File: src/rtl/s_axis_cc_arbiter_pkg.sv
// Shared definitions for the completer-completion (CC) stream arbiters.
// Optional build macro: LITEPCIE_CC_ARB_PRIO0_EN (port 0 strict priority).
package litepcie_cc_pkg;

  localparam int MAX_PORTS         = 8;
  localparam int TUSER_WIDTH       = 4;
  localparam int TUSER_TD          = 0;
  localparam int TUSER_DISCONTINUE = 3;

  // IDLE: choosing the next owner. LOCKED: forwarding the owner's packet.
  typedef enum logic {
    IDLE   = 1'b0,
    LOCKED = 1'b1
  } cc_state_e;

  // Index reached by stepping 'step' positions after 'ptr' in a ring of n.
  function automatic int rr_next(input int ptr, input int step, input int n);
    return (ptr + step) % n;
  endfunction

endpackage

File: src/rtl/s_axis_cc_arbiter_if.sv
// Bundle of the per-source CC streams and the single stream to the adapter.
//
// Handshake: on every stream a beat moves on a rising clock edge where
// tvalid and tready are both high. A source holding tvalid high keeps its
// beat stable until it is taken; tready may change freely.
interface s_axis_cc_arbiter_if #(
  parameter int DATA_WIDTH = 128,
  parameter int KEEP_WIDTH = DATA_WIDTH / 8,
  parameter int NUM_PORTS  = 2
);
  import litepcie_cc_pkg::*;

  logic [NUM_PORTS*DATA_WIDTH-1:0]  s_tdata;
  logic [NUM_PORTS*KEEP_WIDTH-1:0]  s_tkeep;
  logic [NUM_PORTS-1:0]             s_tlast;
  logic [NUM_PORTS*TUSER_WIDTH-1:0] s_tuser;
  logic [NUM_PORTS-1:0]             s_tvalid;
  logic [NUM_PORTS-1:0]             s_tready;

  logic [DATA_WIDTH-1:0]            m_tdata;
  logic [KEEP_WIDTH-1:0]            m_tkeep;
  logic                             m_tlast;
  logic [TUSER_WIDTH-1:0]           m_tuser;
  logic                             m_tvalid;
  logic                             m_tready;

  // Arbiter side: consumes the sources, drives the adapter.
  modport slave (
    input  s_tdata, s_tkeep, s_tlast, s_tuser, s_tvalid, m_tready,
    output s_tready, m_tdata, m_tkeep, m_tlast, m_tuser, m_tvalid
  );

  // Environment side: the completion sources plus the adapter.
  modport master (
    output s_tdata, s_tkeep, s_tlast, s_tuser, s_tvalid, m_tready,
    input  s_tready, m_tdata, m_tkeep, m_tlast, m_tuser, m_tvalid
  );

endinterface

File: src/rtl/s_axis_cc_arbiter_rr_select.sv
// Combinational round-robin picker: first requester after rr_ptr_i, wrapping.
// Shared with the RC/RQ arbiters.
module rr_select
  import litepcie_cc_pkg::*;
#(
  parameter  int N  = 2,
  localparam int IW = (N > 1) ? $clog2(N) : 1
) (
  input  logic [N-1:0]  req_i,
  input  logic [IW-1:0] rr_ptr_i,
  output logic [N-1:0]  gnt_o,
  output logic [IW-1:0] idx_o,
  output logic          any_o
);

  logic [IW-1:0] cand;

  // Walk rr_ptr_i+1 .. rr_ptr_i+N and keep the first requesting index.
  always_comb begin
    gnt_o = '0;
    idx_o = '0;
    any_o = 1'b0;
    cand  = '0;
    for (int k = 1; k <= N; k++) begin
      cand = IW'(rr_next(int'(rr_ptr_i), k, N));
      if (!any_o && req_i[cand]) begin
        gnt_o[cand] = 1'b1;
        idx_o       = cand;
        any_o       = 1'b1;
      end
    end
  end

endmodule

File: src/rtl/s_axis_cc_arbiter.sv
// Packet-level round-robin arbiter in front of the CC adapter.
// One source owns the output from grant until its tlast beat; the output
// stage is a single register slice (no combinational m_tready->m_tvalid path).
// Build macro LITEPCIE_CC_ARB_PRIO0_EN: port 0 wins every arbitration it
// requests, the other ports rotate among themselves.
module s_axis_cc_arbiter
  import litepcie_cc_pkg::*;
#(
  parameter  int DATA_WIDTH = 128,
  parameter  int KEEP_WIDTH = DATA_WIDTH / 8,
  parameter  int NUM_PORTS  = 2,
  localparam int IW         = (NUM_PORTS > 1) ? $clog2(NUM_PORTS) : 1
) (
  input  logic                  user_clk,
  input  logic                  user_reset_n,
  s_axis_cc_arbiter_if.slave    bus,
  output logic [NUM_PORTS-1:0]  grant,
  output logic                  busy,
  output cc_state_e             dbg_state,
  output logic [IW-1:0]         dbg_rr_ptr
);

  cc_state_e                state_q, state_d;
  logic [NUM_PORTS-1:0]     grant_q, grant_d;
  logic [IW-1:0]            gidx_q, gidx_d;
  logic [IW-1:0]            rr_ptr_q, rr_ptr_d;

  logic [DATA_WIDTH-1:0]    m_tdata_q, m_tdata_d;
  logic [KEEP_WIDTH-1:0]    m_tkeep_q, m_tkeep_d;
  logic [TUSER_WIDTH-1:0]   m_tuser_q, m_tuser_d;
  logic                     m_tlast_q, m_tlast_d;
  logic                     m_tvalid_q, m_tvalid_d;

  logic [DATA_WIDTH-1:0]    sel_data;
  logic [KEEP_WIDTH-1:0]    sel_keep;
  logic [TUSER_WIDTH-1:0]   sel_user;
  logic                     sel_valid, sel_last;
  logic                     load_en, accept;

  logic                     prio_hit, rr_upd;
  logic [NUM_PORTS-1:0]     pick_req, pick_gnt;
  logic [IW-1:0]            pick_idx;
  logic                     pick_any;

`ifdef LITEPCIE_CC_ARB_PRIO0_EN
  // Port 0 bypasses the rotation and never moves the pointer.
  assign prio_hit = bus.s_tvalid[0];
  assign pick_req = {bus.s_tvalid[NUM_PORTS-1:1], 1'b0};
  assign rr_upd   = (gidx_q != '0);
`else
  assign prio_hit = 1'b0;
  assign pick_req = bus.s_tvalid;
  assign rr_upd   = 1'b1;
`endif

  rr_select #(.N(NUM_PORTS)) u_rr_select (
    .req_i    (pick_req),
    .rr_ptr_i (rr_ptr_q),
    .gnt_o    (pick_gnt),
    .idx_o    (pick_idx),
    .any_o    (pick_any)
  );

  // The output slot can take a beat when empty or being drained this cycle.
  assign load_en   = !m_tvalid_q || bus.m_tready;
  assign sel_valid = |(bus.s_tvalid & grant_q);
  assign sel_last  = |(bus.s_tlast & grant_q);
  assign accept    = (state_q == LOCKED) && sel_valid && load_en;
  assign bus.s_tready = (state_q == LOCKED) ? (grant_q & {NUM_PORTS{load_en}}) : '0;

  // AND-OR mux of the owner's payload, steered by the one-hot grant.
  always_comb begin
    sel_data = '0;
    sel_keep = '0;
    sel_user = '0;
    for (int i = 0; i < NUM_PORTS; i++) begin
      if (grant_q[i]) begin
        sel_data = sel_data | bus.s_tdata[i*DATA_WIDTH +: DATA_WIDTH];
        sel_keep = sel_keep | bus.s_tkeep[i*KEEP_WIDTH +: KEEP_WIDTH];
        sel_user = sel_user | bus.s_tuser[i*TUSER_WIDTH +: TUSER_WIDTH];
      end
    end
  end

  // Arbitration FSM: pick an owner in IDLE, release it after its tlast beat.
  always_comb begin
    state_d  = state_q;
    grant_d  = grant_q;
    gidx_d   = gidx_q;
    rr_ptr_d = rr_ptr_q;
    case (state_q)
      IDLE: begin
        if (prio_hit) begin
          grant_d = {{(NUM_PORTS-1){1'b0}}, 1'b1};
          gidx_d  = '0;
          state_d = LOCKED;
        end else if (pick_any) begin
          grant_d = pick_gnt;
          gidx_d  = pick_idx;
          state_d = LOCKED;
        end
      end
      LOCKED: begin
        if (accept && sel_last) begin
          grant_d = '0;
          state_d = IDLE;
          if (rr_upd) rr_ptr_d = gidx_q;
        end
      end
      default: begin
        grant_d = '0;
        state_d = IDLE;
      end
    endcase
  end

  // Output slice: load the accepted beat, or empty the slot when nothing came.
  always_comb begin
    m_tvalid_d = m_tvalid_q;
    m_tdata_d  = m_tdata_q;
    m_tkeep_d  = m_tkeep_q;
    m_tuser_d  = m_tuser_q;
    m_tlast_d  = m_tlast_q;
    if (load_en) begin
      m_tvalid_d = accept;
      if (accept) begin
        m_tdata_d = sel_data;
        m_tkeep_d = sel_keep;
        m_tuser_d = sel_user;
        m_tlast_d = sel_last;
      end
    end
  end

  // Arbitration state registers.
  always_ff @(posedge user_clk or negedge user_reset_n) begin
    if (!user_reset_n) begin
      state_q  <= IDLE;
      grant_q  <= '0;
      gidx_q   <= '0;
      rr_ptr_q <= IW'(NUM_PORTS - 1);
    end else begin
      state_q  <= state_d;
      grant_q  <= grant_d;
      gidx_q   <= gidx_d;
      rr_ptr_q <= rr_ptr_d;
    end
  end

  // Output stage registers; reset drops any partial packet immediately.
  always_ff @(posedge user_clk or negedge user_reset_n) begin
    if (!user_reset_n) begin
      m_tvalid_q <= 1'b0;
      m_tdata_q  <= '0;
      m_tkeep_q  <= '0;
      m_tuser_q  <= '0;
      m_tlast_q  <= 1'b0;
    end else begin
      m_tvalid_q <= m_tvalid_d;
      m_tdata_q  <= m_tdata_d;
      m_tkeep_q  <= m_tkeep_d;
      m_tuser_q  <= m_tuser_d;
      m_tlast_q  <= m_tlast_d;
    end
  end

  assign bus.m_tdata  = m_tdata_q;
  assign bus.m_tkeep  = m_tkeep_q;
  assign bus.m_tuser  = m_tuser_q;
  assign bus.m_tlast  = m_tlast_q;
  assign bus.m_tvalid = m_tvalid_q;
  assign grant        = grant_q;
  assign busy         = (state_q == LOCKED) || m_tvalid_q;
  assign dbg_state    = state_q;
  assign dbg_rr_ptr   = rr_ptr_q;

endmodule

File: src/flat_wrapper.sv
// flat-port wrapper written by rule: the top's interface ports become plain ports
module s_axis_cc_arbiter_flat import litepcie_cc_pkg::*;
#(
  parameter  int DATA_WIDTH = 128,
  parameter  int KEEP_WIDTH = DATA_WIDTH / 8,
  parameter  int NUM_PORTS  = 2,
  localparam int IW         = (NUM_PORTS > 1) ? $clog2(NUM_PORTS) : 1
)
  (user_clk, user_reset_n, grant, busy, dbg_state, dbg_rr_ptr, bus_s_tdata, bus_s_tkeep, bus_s_tlast, bus_s_tuser, bus_s_tvalid, bus_m_tready, bus_s_tready, bus_m_tdata, bus_m_tkeep, bus_m_tlast, bus_m_tuser, bus_m_tvalid);
  s_axis_cc_arbiter_if #(.DATA_WIDTH(DATA_WIDTH), .KEEP_WIDTH(KEEP_WIDTH), .NUM_PORTS(NUM_PORTS)) bus_i ();
  input  logic user_clk;
  input  logic user_reset_n;
  output logic [NUM_PORTS-1:0] grant;
  output logic busy;
  output cc_state_e dbg_state;
  output logic [IW-1:0] dbg_rr_ptr;
  input wire logic [$bits(bus_i.s_tdata)-1:0] bus_s_tdata;
  input wire logic [$bits(bus_i.s_tkeep)-1:0] bus_s_tkeep;
  input wire logic [$bits(bus_i.s_tlast)-1:0] bus_s_tlast;
  input wire logic [$bits(bus_i.s_tuser)-1:0] bus_s_tuser;
  input wire logic [$bits(bus_i.s_tvalid)-1:0] bus_s_tvalid;
  input wire logic [$bits(bus_i.m_tready)-1:0] bus_m_tready;
  output wire logic [$bits(bus_i.s_tready)-1:0] bus_s_tready;
  output wire logic [$bits(bus_i.m_tdata)-1:0] bus_m_tdata;
  output wire logic [$bits(bus_i.m_tkeep)-1:0] bus_m_tkeep;
  output wire logic [$bits(bus_i.m_tlast)-1:0] bus_m_tlast;
  output wire logic [$bits(bus_i.m_tuser)-1:0] bus_m_tuser;
  output wire logic [$bits(bus_i.m_tvalid)-1:0] bus_m_tvalid;
  assign bus_i.s_tdata = bus_s_tdata;
  assign bus_i.s_tkeep = bus_s_tkeep;
  assign bus_i.s_tlast = bus_s_tlast;
  assign bus_i.s_tuser = bus_s_tuser;
  assign bus_i.s_tvalid = bus_s_tvalid;
  assign bus_i.m_tready = bus_m_tready;
  assign bus_s_tready = bus_i.s_tready;
  assign bus_m_tdata = bus_i.m_tdata;
  assign bus_m_tkeep = bus_i.m_tkeep;
  assign bus_m_tlast = bus_i.m_tlast;
  assign bus_m_tuser = bus_i.m_tuser;
  assign bus_m_tvalid = bus_i.m_tvalid;
  s_axis_cc_arbiter #(.DATA_WIDTH(DATA_WIDTH), .KEEP_WIDTH(KEEP_WIDTH), .NUM_PORTS(NUM_PORTS)) u_core (.user_clk(user_clk), .user_reset_n(user_reset_n), .bus(bus_i), .grant(grant), .busy(busy), .dbg_state(dbg_state), .dbg_rr_ptr(dbg_rr_ptr));
endmodule
File: config.mk
export PLATFORM = sky130hd
export DESIGN_NAME = s_axis_cc_arbiter_flat
export DESIGN_NICKNAME = d
export VERILOG_FILES = /design/src/rtl/s_axis_cc_arbiter_pkg.sv /design/src/rtl/s_axis_cc_arbiter_if.sv /design/src/rtl/s_axis_cc_arbiter_rr_select.sv /design/src/rtl/s_axis_cc_arbiter.sv /design/src/flat_wrapper.sv
export SDC_FILE = /design/constraint.sdc
export NUM_CORES = 1
export LEC_CHECK = 0
export BUFFER_PORTS_ARGS = -buffer_cell sky130_fd_sc_hd__buf_2
export CORE_AREA = 2 2 180 182
export CTS_CLUSTER_SIZE = 10
export DETAILED_ROUTE_END_ITERATION = 16
export DIE_AREA = 0 0 182 184
export PLACE_DENSITY_LB_ADDON = 0.1
export REMOVE_ABC_BUFFERS = 1
export SLEW_MARGIN = 20
export SYNTH_ARGS = -nofsm -noshare
export SYNTH_HDL_FRONTEND = slang
export SYNTH_SLANG_ARGS = --single-unit
File: constraint.sdc
create_clock -name user_clk -period 1.65 [get_ports user_clk]
set_input_delay 0.165 -clock user_clk [delete_from_list [all_inputs] [get_ports user_clk]]
set_output_delay 0.165 -clock user_clk [all_outputs]
set_load 0.01 [all_outputs]
==> flow_metrics.py, run 1 <==
metrics = {
    "status": {
        "status": "completed",
    },
    "route": {
        "drt-wirelength-per-cell_um": 17.3,
        "ant_nets": 0,
        "drt-total-wl_um": 24600,
        "vias_per_cell": 4.37,
        "drc": 0,
        "vias": 6199,
        "drt_iter0_drc": 165,
        "drt_first_pass_iters": 4,
    },
    "setup_path": {
        "cp_top_family": "flip-flops",
        "crit_chain": "a22o_4 -> nand3_4 -> buf_12 -> buf_12 -> mux2_2",
        "cpMaxStageDelayCell": "dfrtp_4",
        "cpMostUsedCell": "buf_12",
        "cpPeakStageDelay_ps": 510,
        "path_class": "reg -> reg",
        "arrival_ps": 1940,
        "r2r_slack_ps": 9,
        "cp-start-kind": "register",
        "cp_num_buf_inv": 2,
        "crit_path_end_kind": "register",
        "worstPathRequired_ps": 1950,
        "critPathMaxFanout": 13,
    },
    "clock_tree": {
        "cts_tree": "done",
        "cts.reportedPaths.clkPinSlew_ps": 70,
        "clock-sinks": 155,
        "cts_buffers": 17,
        "clock_latency_ps": 420,
        "cts_max_level": 4,
        "cts.path.max_buffers": 2,
        "cts-root-buf": "clkbuf_16",
    },
    "placement": {
        "place_hpwl_um": 19100,
        "port-buffer-count": 459,
        "place_congestion": 0.703,
        "pre_cts_ws_ps": -27.3,
    },
    "global_route": {
        "met1_usage": 0.163,
        "grtUsageTotal": 0.143,
        "antenna_found_initial": 2,
        "grtUsageMet3": 0.0479,
        "grt_max_degree": 87,
        "grt_overflow": 0,
        "use_met2": 0.251,
        "first_global_vias": 6500,
        "busiest_layer": "met2",
        "grt_pass1_wl_um": 36800,
    },
    "finish": {
        "multiInputGateArea_um2": 3560,
        "drive_above_1_share": 0.692,
        "areaGrowthSynthToFinish_pct": 48.0,
        "final_util": 0.367,
        "nNetsFinal": 1306,
        "seq_area_um2": 3890,
        "fill_cells": 3160,
    },
    "yosys": {
        "syn_avg_cell_area_um2": 14.9,
        "synthAdderAreaFrac": 0,
        "synth_mux_area_frac": 0.264,
        "syn_area_um2": 7790,
        "synth-simple-area-share": 0.00723,
        "synth_top_family_by_area": "multiplexers",
        "synth_cell_types": 26,
        "synth_compound_area_frac": 0.178,
        "synth_xor_area_frac": 0,
        "synth_cells": 523,
        "synth-seq-cells": 155,
        "ys_seq_area_frac": 0.498,
        "yosys_warnings": 0,
    },
    "floorplanning": {
        "io_pins": 460,
        "rows": 65,
        "core_um2": 31400,
        "dieArea_um2": 33500,
        "die_y_um": 184,
        "start_util": 0.248,
        "die_x_um": 182,
    },
    "sta": {
        "min_period_over_period": 0.994,
        "drv_slew": 0,
        "min_period_ps": 1640,
        "fmax_ghz": 0.610,
        "setup_tns_ps": 0,
        "fin_ws_ps": 9.39,
        "rsz0062_at_grt": "yes",
        "finalSetupViolations": 0,
        "tightest_slew_ps": 586,
        "fin_skew_ps": 14.5,
        "relSlewSlack": 0.610,
        "hold_viol": 0,
    },
    "job": {
        "max_cap_violations": 0,
    },
    "power": {
        "ir_drop_mv": 0.587,
        "power.leakage_nw": 6.45,
        "finalPower_w": 0.0211,
        "pwr_density_cell_nw_per_um2": 1830,
    },
    "worst_hold_path": {
        "hold_class": "in -> reg",
    },
}
-- cells in the final DEF (no fill, tap or decap), drive strengths merged, types with 2 or more instances in the layout --
cell type and count:
dfrtp 154, nand2 2, a22o 150, mux2 149
a21bo 2, and3 2, a31o 2, buf 511
clkinv 7, inv 9, clkbuf 18
-- per-stage QoR --
step,hold slack (ps),cells,instance area [um^2]
after floorplan,-131,472,7390
after global placement,193,1379,10800
after detailed placement,193,1379,10800
after CTS,45.5,1413,11400
after global routing,51.6,1419,11500
final,84.9,1419,11500
-- synthesized netlist by cell type, drive strengths merged --
cell      n  share of area
a211oi    1        0.00096
a21bo     2         0.0026
a21o      1        0.00096
a22o    150           0.17
a31o      2         0.0022
and3      2         0.0016
buf      23          0.038
clkbuf   28          0.013
dfrtp   154           0.49
dfstp     1         0.0034
inv       2        0.00096
mux2    149           0.26
nand2     2        0.00096
nand2b    1        0.00080
nand3     1         0.0022
nand4     1        0.00080
o211a     1         0.0013
o21ai     1        0.00064
or2       1        0.00080
-- where the power goes --
group	internal, W	switching, W	total [W]	leakage [nW]
sequential	0.00543	0.000832	0.00626	1.97
clock	0.00203	0.00174	0.00377	0.284
combinational	0.00619	0.00489	0.0111	4.19
total	0.0136	0.00746	0.0211	6.45
-- routing by layer --
| metal | share of wire | up-vias |
|---|---|---|
| li1 | - | 2978 |
| met1 | 0.40 | 2943 |
| met2 | 0.51 | 254 |
| met3 | 0.070 | 22 |
| met4 | 0.017 | 2 |
| met5 | 0.00053 | - |
-- path summary, 6_finish.rpt --
| path | start | end | cells past startpoint |
|---|---|---|---|
| max reg2reg | u_core.grant[0]$_DFFE_PN0P_ | u_core.bus.m_tdata[113]$_DFFE_PN0P_ | 5 |
| min | bus_s_tdata[229] | u_core.bus.m_tdata[101]$_DFFE_PN0P_ | 3 |
| min reg2reg | u_core.bus.m_tlast$_DFFE_PN0P_ | u_core.bus.m_tlast$_DFFE_PN0P_ | 1 |
| max in group asynchronous | user_reset_n | u_core.dbg_rr_ptr$_DFFE_PN1P_ | 3 |
| max | u_core.grant[0]$_DFFE_PN0P_ | u_core.bus.m_tdata[113]$_DFFE_PN0P_ | 5 |
| min in group asynchronous | user_reset_n | u_core.bus.m_tdata[5]$_DFFE_PN0P_ | 2 |
-- tightest hold or removal path: stages --
cell	delay (ps)
buf_2	70
a22o_1	110
mux2_2	130
-- flip-flops by register name, indices dropped and copies added (netlist names) --
register and count:
u_core.bus.m_tdata 128, u_core.bus.m_tkeep 16, u_core.bus.m_tuser 4, u_core.grant 2, u_core.bus.m_tlast 1, u_core.bus.m_tvalid 1
u_core.dbg_rr_ptr 1, u_core.dbg_state 1, u_core.gidx_q 1
-- final cells by class --
| cell class | count | share of cell area |
|---|---|---|
| Tap cell | 402 | 0.0436 |
| Clock buffer | 18 | 0.0381 |
| Inverter | 2 | 0.000651 |
| Sequential cell | 155 | 0.337 |
| Antenna cell | 1 | 0.000217 |
| Clock inverter | 14 | 0.0113 |
| Timing Repair Buffer | 512 | 0.260 |
| Multi-Input combinational cell | 315 | 0.309 |
-- cell families (layout without fill, tap and decap cells) --
group	Yosys count	count (layout)
and+or+nand+nor	8	8
AOI/OAI and AO/OA	158	158
muxes	149	149
other	0	1
buffers and inverters	53	546
DFF	155	155
-- repair_timing --
item,CTS,global route
buffers inserted,1,5
hold buffers,1,0
endpoints found under the setup margin,28,97
endpoints found under the hold margin,38,0
resized for setup,9,13
(Power assumes the default switching activity.)
==> run 2: changes to the inputs <==
--- a/config.mk
+++ b/config.mk
@@ -6,13 +6,15 @@
 export NUM_CORES = 1
 export LEC_CHECK = 0
 export BUFFER_PORTS_ARGS = -buffer_cell sky130_fd_sc_hd__buf_2
-export CORE_AREA = 2 2 180 182
+export CORE_AREA = 2 2 181 183
+export CTS_BUF_LIST = sky130_fd_sc_hd__clkbuf_4 sky130_fd_sc_hd__clkbuf_8 sky130_fd_sc_hd__clkbuf_16
 export CTS_CLUSTER_SIZE = 10
 export DETAILED_ROUTE_END_ITERATION = 16
-export DIE_AREA = 0 0 182 184
+export DIE_AREA = 0 0 183 185
 export PLACE_DENSITY_LB_ADDON = 0.1
 export REMOVE_ABC_BUFFERS = 1
 export SLEW_MARGIN = 20
 export SYNTH_ARGS = -nofsm -noshare
 export SYNTH_HDL_FRONTEND = slang
+export SYNTH_HIERARCHICAL = 1
 export SYNTH_SLANG_ARGS = --single-unit
==> run 2 against run 1 <==
Sequential share of layout area is 0.35 points lower. Critical endpoint is now u_core/bus.m_tdata[40]$_DFFE_PN0P_. Worst setup slack better by 0.99 ps. Critical path depth stayed put. Largest power group unchanged. Sequential power decreased by 12%.
==> flow_metrics.py, run 2 <==
metrics = {
    "floorplanning": {
        "start_util": 0.244,
        "die_y_um": 185,
        "dieArea_um2": 33900,
        "io_pins": 460,
        "core_um2": 32000,
        "die_x_um": 183,
        "rows": 66,
    },
    "sta": {
        "relSlewSlack": 0.572,
        "finalSetupViolations": 0,
        "min_period_ps": 1640,
        "fin_skew_ps": 10.8,
        "rsz0062_at_grt": "yes",
        "min_period_over_period": 0.994,
        "setup_tns_ps": 0,
        "tightest_slew_ps": 643,
        "hold_viol": 0,
        "fmax_ghz": 0.610,
        "drv_slew": 0,
    },
    "setup_path": {
        "cpMostUsedCell": "buf_12",
        "worstReg2RegStart": "u_core/grant[0]$_DFFE_PN0P_",
        "path_class": "reg -> reg",
        "cp_top_family": "flip-flops",
        "cpMaxStageDelayCell": "dfrtp_4",
        "critPathMaxFanout": 15,
        "reg2regPathDepth": 5,
        "crit_path_end_kind": "register",
        "cp-start-kind": "register",
        "arrival_ps": 1940,
        "cp-endpoint": "u_core/bus.m_tdata[40]$_DFFE_PN0P_",
        "r2r_slack_ps": 10,
        "reg2reg_to": "u_core/bus.m_tdata[40]$_DFFE_PN0P_",
        "cpPeakStageDelay_ps": 490,
        "cp_num_buf_inv": 2,
        "path_depth": 5,
        "worstPathRequired_ps": 1950,
        "cp-startpoint": "u_core/grant[0]$_DFFE_PN0P_",
        "crit_chain": "a22o_4 -> nand3_4 -> buf_12 -> buf_12 -> mux2_4",
    },
    "yosys": {
        "synth_top_area_frac": 0.493,
        "synth_cell_types": 27,
        "synth_cells": 532,
        "syn_area_um2": 7810,
        "synthTopCellsByArea": "dfrtp_1 49%, mux2_4 19%, a22o_1 17%, mux2_2 5.8%, buf_12 2.8%",
        "yosys_warnings": 6,
        "synth-seq-cells": 155,
        "ys_async_sr_fraction": 1.00,
        "yosysMostFrequentCell": "dfrtp_1",
        "synth_area_leader_cell": "dfrtp_1",
        "syn_avg_cell_area_um2": 14.7,
        "synthTopCellsByCount": "154 x dfrtp_1, 149 x a22o_1, 100 x mux2_4, 40 x mux2_2, 28 x clkbuf_1",
        "synth_edf_count": 0,
        "synthFlopType": "dfrtp_1",
        "ys_seq_area_frac": 0.497,
    },
    "worst_hold_path": {
        "hold_class": "in -> reg",
    },
    "clock_tree": {
        "cts_max_level": 4,
        "cts-root-buf": "clkbuf_16",
        "cts.reportedPaths.clkPinSlew_ps": 80,
        "cts_tree": "done",
        "clock_latency_ps": 420,
        "cts_buffers": 17,
        "clock-sinks": 155,
        "cts.path.max_buffers": 2,
    },
    "global_route": {
        "grt_max_degree": 66,
        "first_global_vias": 6289,
        "antenna_found_initial": 1,
        "grtUsageTotal": 0.144,
        "grt_pass1_wl_um": 37100,
        "grt_overflow": 0,
    },
    "route": {
        "drt_iter0_drc": 181,
        "drt-wirelength-per-cell_um": 18.0,
        "drt-total-wl_um": 25900,
        "drt_first_pass_iters": 5,
        "drc": 0,
        "vias_per_cell": 4.39,
        "vias": 6306,
        "ant_nets": 0,
    },
    "placement": {
        "place_congestion": 0.710,
        "port-buffer-count": 459,
        "place_hpwl_um": 19100,
        "dpl_cell_area_um2": 10800,
    },
    "status": {
        "status": "completed",
    },
    "power": {
        "pwr_density_cell_nw_per_um2": 1530,
        "power.leakage_nw": 6.57,
        "finalPower_w": 0.0178,
        "ir_drop_mv": 0.632,
    },
    "finish": {
        "final_common_cell": "buf_2",
        "drive_above_1_share": 0.679,
        "n_antenna_cell": 0,
        "finish.instance_area_um2": 11600,
        "nNetsFinal": 1318,
        "areaGrowthSynthToFinish_pct": 49.1,
        "most-common-layout-cells": "457 x buf_2, 152 x dfrtp_1, 147 x a22o_1, 109 x mux2_4, 32 x mux2_2",
        "fill_cells": 3214,
        "largest_register_ffs": 128,
        "final_util": 0.364,
    },
    "job": {
        "max_cap_violations": 0,
    },
}
-- run 2: power by group --
part,total [W],switching (W),internal [W]
Clock,0.00402,0.00183,0.00220
Sequential,0.00552,0.000592,0.00492
Combinational,0.00829,0.00372,0.00457
-- run 2: what timing repair did --
item,4_1_cts,5_1_grt
hold endpoints to repair,36,0
pin swaps,1,3
gates cloned,1,4
hold buffers,1,0
setup endpoints to repair,14,92
resized for setup,14,15
setup buffers,4,3
-- run 2: worst register-to-register path, delay by kind of cell, from the launching register on --
kind            cells  cell delay, ps
simple gates        1             110
compound gates      1             260
flops               1             490
buf+inv             2             350
mux                 1             320
-- run 2: how the worst min path moves through the flow --
stage                                 from                            endpoint  slack [ps]  cells after the start
final                     bus_s_tdata[216]  u_core/bus.m_tdata[88]$_DFFE_PN0P_          70                      3
after global routing      bus_s_tdata[212]  u_core/bus.m_tdata[84]$_DFFE_PN0P_          50                      3
after CTS                 bus_s_tdata[216]  u_core/bus.m_tdata[88]$_DFFE_PN0P_          50                      3
after detailed placement      user_reset_n  u_core/bus.m_tdata[97]$_DFFE_PN0P_         160                      1
after global placement        user_reset_n  u_core/bus.m_tdata[97]$_DFFE_PN0P_         150                      1
after floorplan               user_reset_n   u_core/bus.m_tdata[0]$_DFFE_PN0P_        -130                      0
-- run 2: final cells by class --
| type | instances | area [um^2] | share of cell area |
|---|---|---|---|
| clock buffer | 18 | 439 | 0.0377 |
| clock inverter | 14 | 150 | 0.0129 |
| inverter | 1 | 3.75 | 0.000322 |
| multi-input combinational | 325 | 3590 | 0.308 |
| sequential | 155 | 3890 | 0.334 |
| tap | 408 | 510 | 0.0438 |
| timing repair buffer | 515 | 3060 | 0.263 |
-- run 2: cell families after synthesis --
kind of cell / after synthesis / synth area share
and+or+nand+nor: 20 / 0.0143
muxes: 149 / 0.263
AOI/OAI and AO/OA: 156 / 0.174
DFF: 155 / 0.497
buffers and inverters: 52 / 0.0520
-- run 2: metrics by stage --
step | std cells | hold slack, ps | setup WS (ps)
3_5_place_dp | 1391 | 158 | -7.64
2_1_floorplan | 481 | -131 | -3800
3_3_place_gp | 1391 | 154 | 8.79
5_1_grt | 1436 | 50.3 | -47.3
6_report | 1436 | 69.3 | 10.4
4_1_cts | 1429 | 47.7 | -17.0
-- run 2: metal layers --
layer	up-vias	routed length, um	global-route usage
met4	2	283	0.0371
met3	14	1620	0.0385
li1	3010	-	-
met1	3027	10800	0.173
met5	-	16	0
met2	253	13100	0.255
==> run 3: changes to the inputs <==
--- a/config.mk
+++ b/config.mk
@@ -6,11 +6,12 @@
 export NUM_CORES = 1
 export LEC_CHECK = 0
 export BUFFER_PORTS_ARGS = -buffer_cell sky130_fd_sc_hd__buf_2
-export CORE_AREA = 2 2 181 183
+export CELL_PAD_IN_SITES_DETAIL_PLACEMENT = 1
+export CELL_PAD_IN_SITES_GLOBAL_PLACEMENT = 2
+export CORE_UTILIZATION = 24
 export CTS_BUF_LIST = sky130_fd_sc_hd__clkbuf_4 sky130_fd_sc_hd__clkbuf_8 sky130_fd_sc_hd__clkbuf_16
 export CTS_CLUSTER_SIZE = 10
 export DETAILED_ROUTE_END_ITERATION = 16
-export DIE_AREA = 0 0 183 185
 export PLACE_DENSITY_LB_ADDON = 0.1
 export REMOVE_ABC_BUFFERS = 1
 export SLEW_MARGIN = 20
==> run 3 against run 2 <==
The run now ends with setup timing left. Hold slack better by 4.6 ps. Critical path depth unchanged. Clock skew about the same. Power up 0.67%. Die area down 1.7%. Sequential power about the same. First-iteration DRC count down 5.0%. Global-route usage up 2.1 points. Critical path type unchanged. Critical endpoint is now u_core/bus.m_tdata[95]$_DFFE_PN0P_. Largest cell class unchanged.
==> flow_metrics.py, run 3 (same netlist as run 2, synthesis figures left out) <==
metrics = {
    "status": {
        "status": "finished, violations left",
        "violations": "setup timing",
    },
    "route": {
        "vias": 6389,
        "drt_iter0_drc": 172,
        "drc": 0,
        "drt_first_pass_iters": 6,
        "vias_per_cell": 4.39,
        "drt-wirelength-per-cell_um": 19.4,
        "ant_nets": 0,
        "drt-total-wl_um": 28300,
    },
    "clock_tree": {
        "cts.path.max_buffers": 2,
        "cts_tree": "done",
        "cts.reportedPaths.clkPinSlew_ps": 70,
        "clock_latency_ps": 420,
        "clock-sinks": 155,
        "cts_max_level": 4,
        "cts_buffers": 17,
        "cts-root-buf": "clkbuf_16",
    },
    "setup_path": {
        "cp-start-kind": "register",
        "arrival_ps": 1970,
        "cpPeakStageDelay_ps": 500,
        "cp_top_family": "flip-flops",
        "crit_path_end_kind": "register",
        "crit_chain": "a22o_4 -> nand3_4 -> buf_12 -> buf_8 -> mux2_1",
        "path_class": "reg -> reg",
        "critPathMaxFanout": 11,
        "worstPathRequired_ps": 1940,
        "cp_num_buf_inv": 2,
        "cpMaxStageDelayCell": "dfrtp_4",
    },
    "global_route": {
        "antenna_found_initial": 0,
        "grtUsageTotal": 0.165,
        "grt_overflow": 0,
        "grt_pass1_wl_um": 41500,
        "grt_max_degree": 54,
        "first_global_vias": 6640,
    },
    "power": {
        "ir_drop_mv": 0.625,
        "power.leakage_nw": 6.56,
        "pwr_density_cell_nw_per_um2": 1540,
    },
    "sta": {
        "whs_ps": 73.9,
        "min_period_ps": 1680,
        "tightest_slew_ps": 370,
        "min_period_over_period": 1.02,
        "fin_skew_ps": 11.2,
        "relSlewSlack": 0.753,
        "fin_ws_ps": -26.1,
        "finalSetupViolations": 45,
        "rsz0062_at_grt": "yes",
        "drv_slew": 0,
        "fmax_ghz": 0.597,
        "hold_viol": 0,
        "setup_tns_ps": -625,
    },
    "placement": {
        "port-buffer-count": 459,
        "dpl.cell_count": 1414,
        "place_hpwl_um": 21300,
        "place_congestion": 0.713,
        "dpl_cell_area_um2": 10800,
    },
    "floorplanning": {
        "die_y_um": 182,
        "die_x_um": 182,
        "dieArea_um2": 33300,
        "start_util": 0.246,
        "io_pins": 460,
        "core_um2": 31800,
        "rows": 65,
    },
    "finish": {
        "drive_above_1_share": 0.674,
        "most-common-layout-cells": "457 x buf_2, 152 x dfrtp_1, 149 x a22o_1, 117 x mux2_4, 25 x mux2_2",
        "fin_cells": 1456,
        "areaGrowthSynthToFinish_pct": 49.0,
        "n_antenna_cell": 0,
        "fill_cells": 3527,
        "largest_register_ffs": 128,
        "final_common_cell": "buf_2",
        "final_util": 0.366,
        "finish.instance_area_um2": 11600,
        "nNetsFinal": 1311,
    },
    "worst_hold_path": {
        "hold_class": "in -> reg",
    },
    "job": {
        "max_cap_violations": 0,
    },
}
run 3: changes by cell type in the layout (fill, tap and decap cells not counted), sizes merged:
cell	before	now
clkbuf	21	20
buf	511	504
inv	11	12
run 3: worst min-delay path: stages:
cell,delay [ps]
buf_2,70
a22o_1,110
mux2_1,110
run 3: path summary, 6_finish.rpt:
check	startpoint	to	slack, ps	cells past startpoint
max	u_core/grant[0]$_DFFE_PN0P_	u_core/bus.m_tdata[95]$_DFFE_PN0P_	-30	5
min	bus_s_tdata[219]	u_core/bus.m_tdata[91]$_DFFE_PN0P_	70	3
max reg2reg	u_core/grant[0]$_DFFE_PN0P_	u_core/bus.m_tdata[95]$_DFFE_PN0P_	-30	5
min reg2reg	u_core/gidx_q$_DFFE_PN0P_	u_core/gidx_q$_DFFE_PN0P_	490	2
max in group asynchronous	user_reset_n	u_core/bus.m_tdata[80]$_DFFE_PN0P_	840	3
min in group asynchronous	user_reset_n	u_core/bus.m_tdata[54]$_DFFE_PN0P_	200	2
run 3: report_power, final:
part / internal (W) / total [W] / switching [W]
combinational: 0.00464 / 0.00850 / 0.00386
clock: 0.00215 / 0.00394 / 0.00179
sequential: 0.00493 / 0.00551 / 0.000586
total: 0.0117 / 0.0179 / 0.00623
run 3: what timing repair did:
action                                 4_1_cts  5_1_grt
pin swaps                                    0        1
setup endpoints to repair                   21      115
resized for setup                           14       20
hold buffers                                 1        0
cloned                                       1        3
buffers inserted                             0        5
endpoints found under the hold margin       66        0
run 3: final cells by class:
type | count | area (um^2) | area share
Clock buffer | 17 | 425 | 0.0365
Clock inverter | 15 | 153 | 0.0131
Inverter | 1 | 3.75 | 0.000322
Multi-Input combinational cell | 325 | 3600 | 0.309
Sequential cell | 155 | 3890 | 0.334
Tap cell | 435 | 544 | 0.0467
Timing Repair Buffer | 508 | 3030 | 0.261
run 3: metrics by stage:
step / total power, W / setup slack, ps
3_5_place_dp: 0.0137 / -35.1
5_1_grt: 0.0191 / -77.7
4_1_cts: 0.0179 / -48.9
6_report: 0.0179 / -26.1
3_3_place_gp: 0.0137 / 10.1
2_1_floorplan: 0.0129 / -3800
run 3: routing by layer:
layer | track usage | share of wire | up-vias
met4 | 0.0363 | 0.0068 | 0
li1 | - | - | 2993
met3 | 0.0457 | 0.071 | 13
met5 | 0 | 0 | -
met1 | 0.203 | 0.42 | 3121
met2 | 0.287 | 0.50 | 262
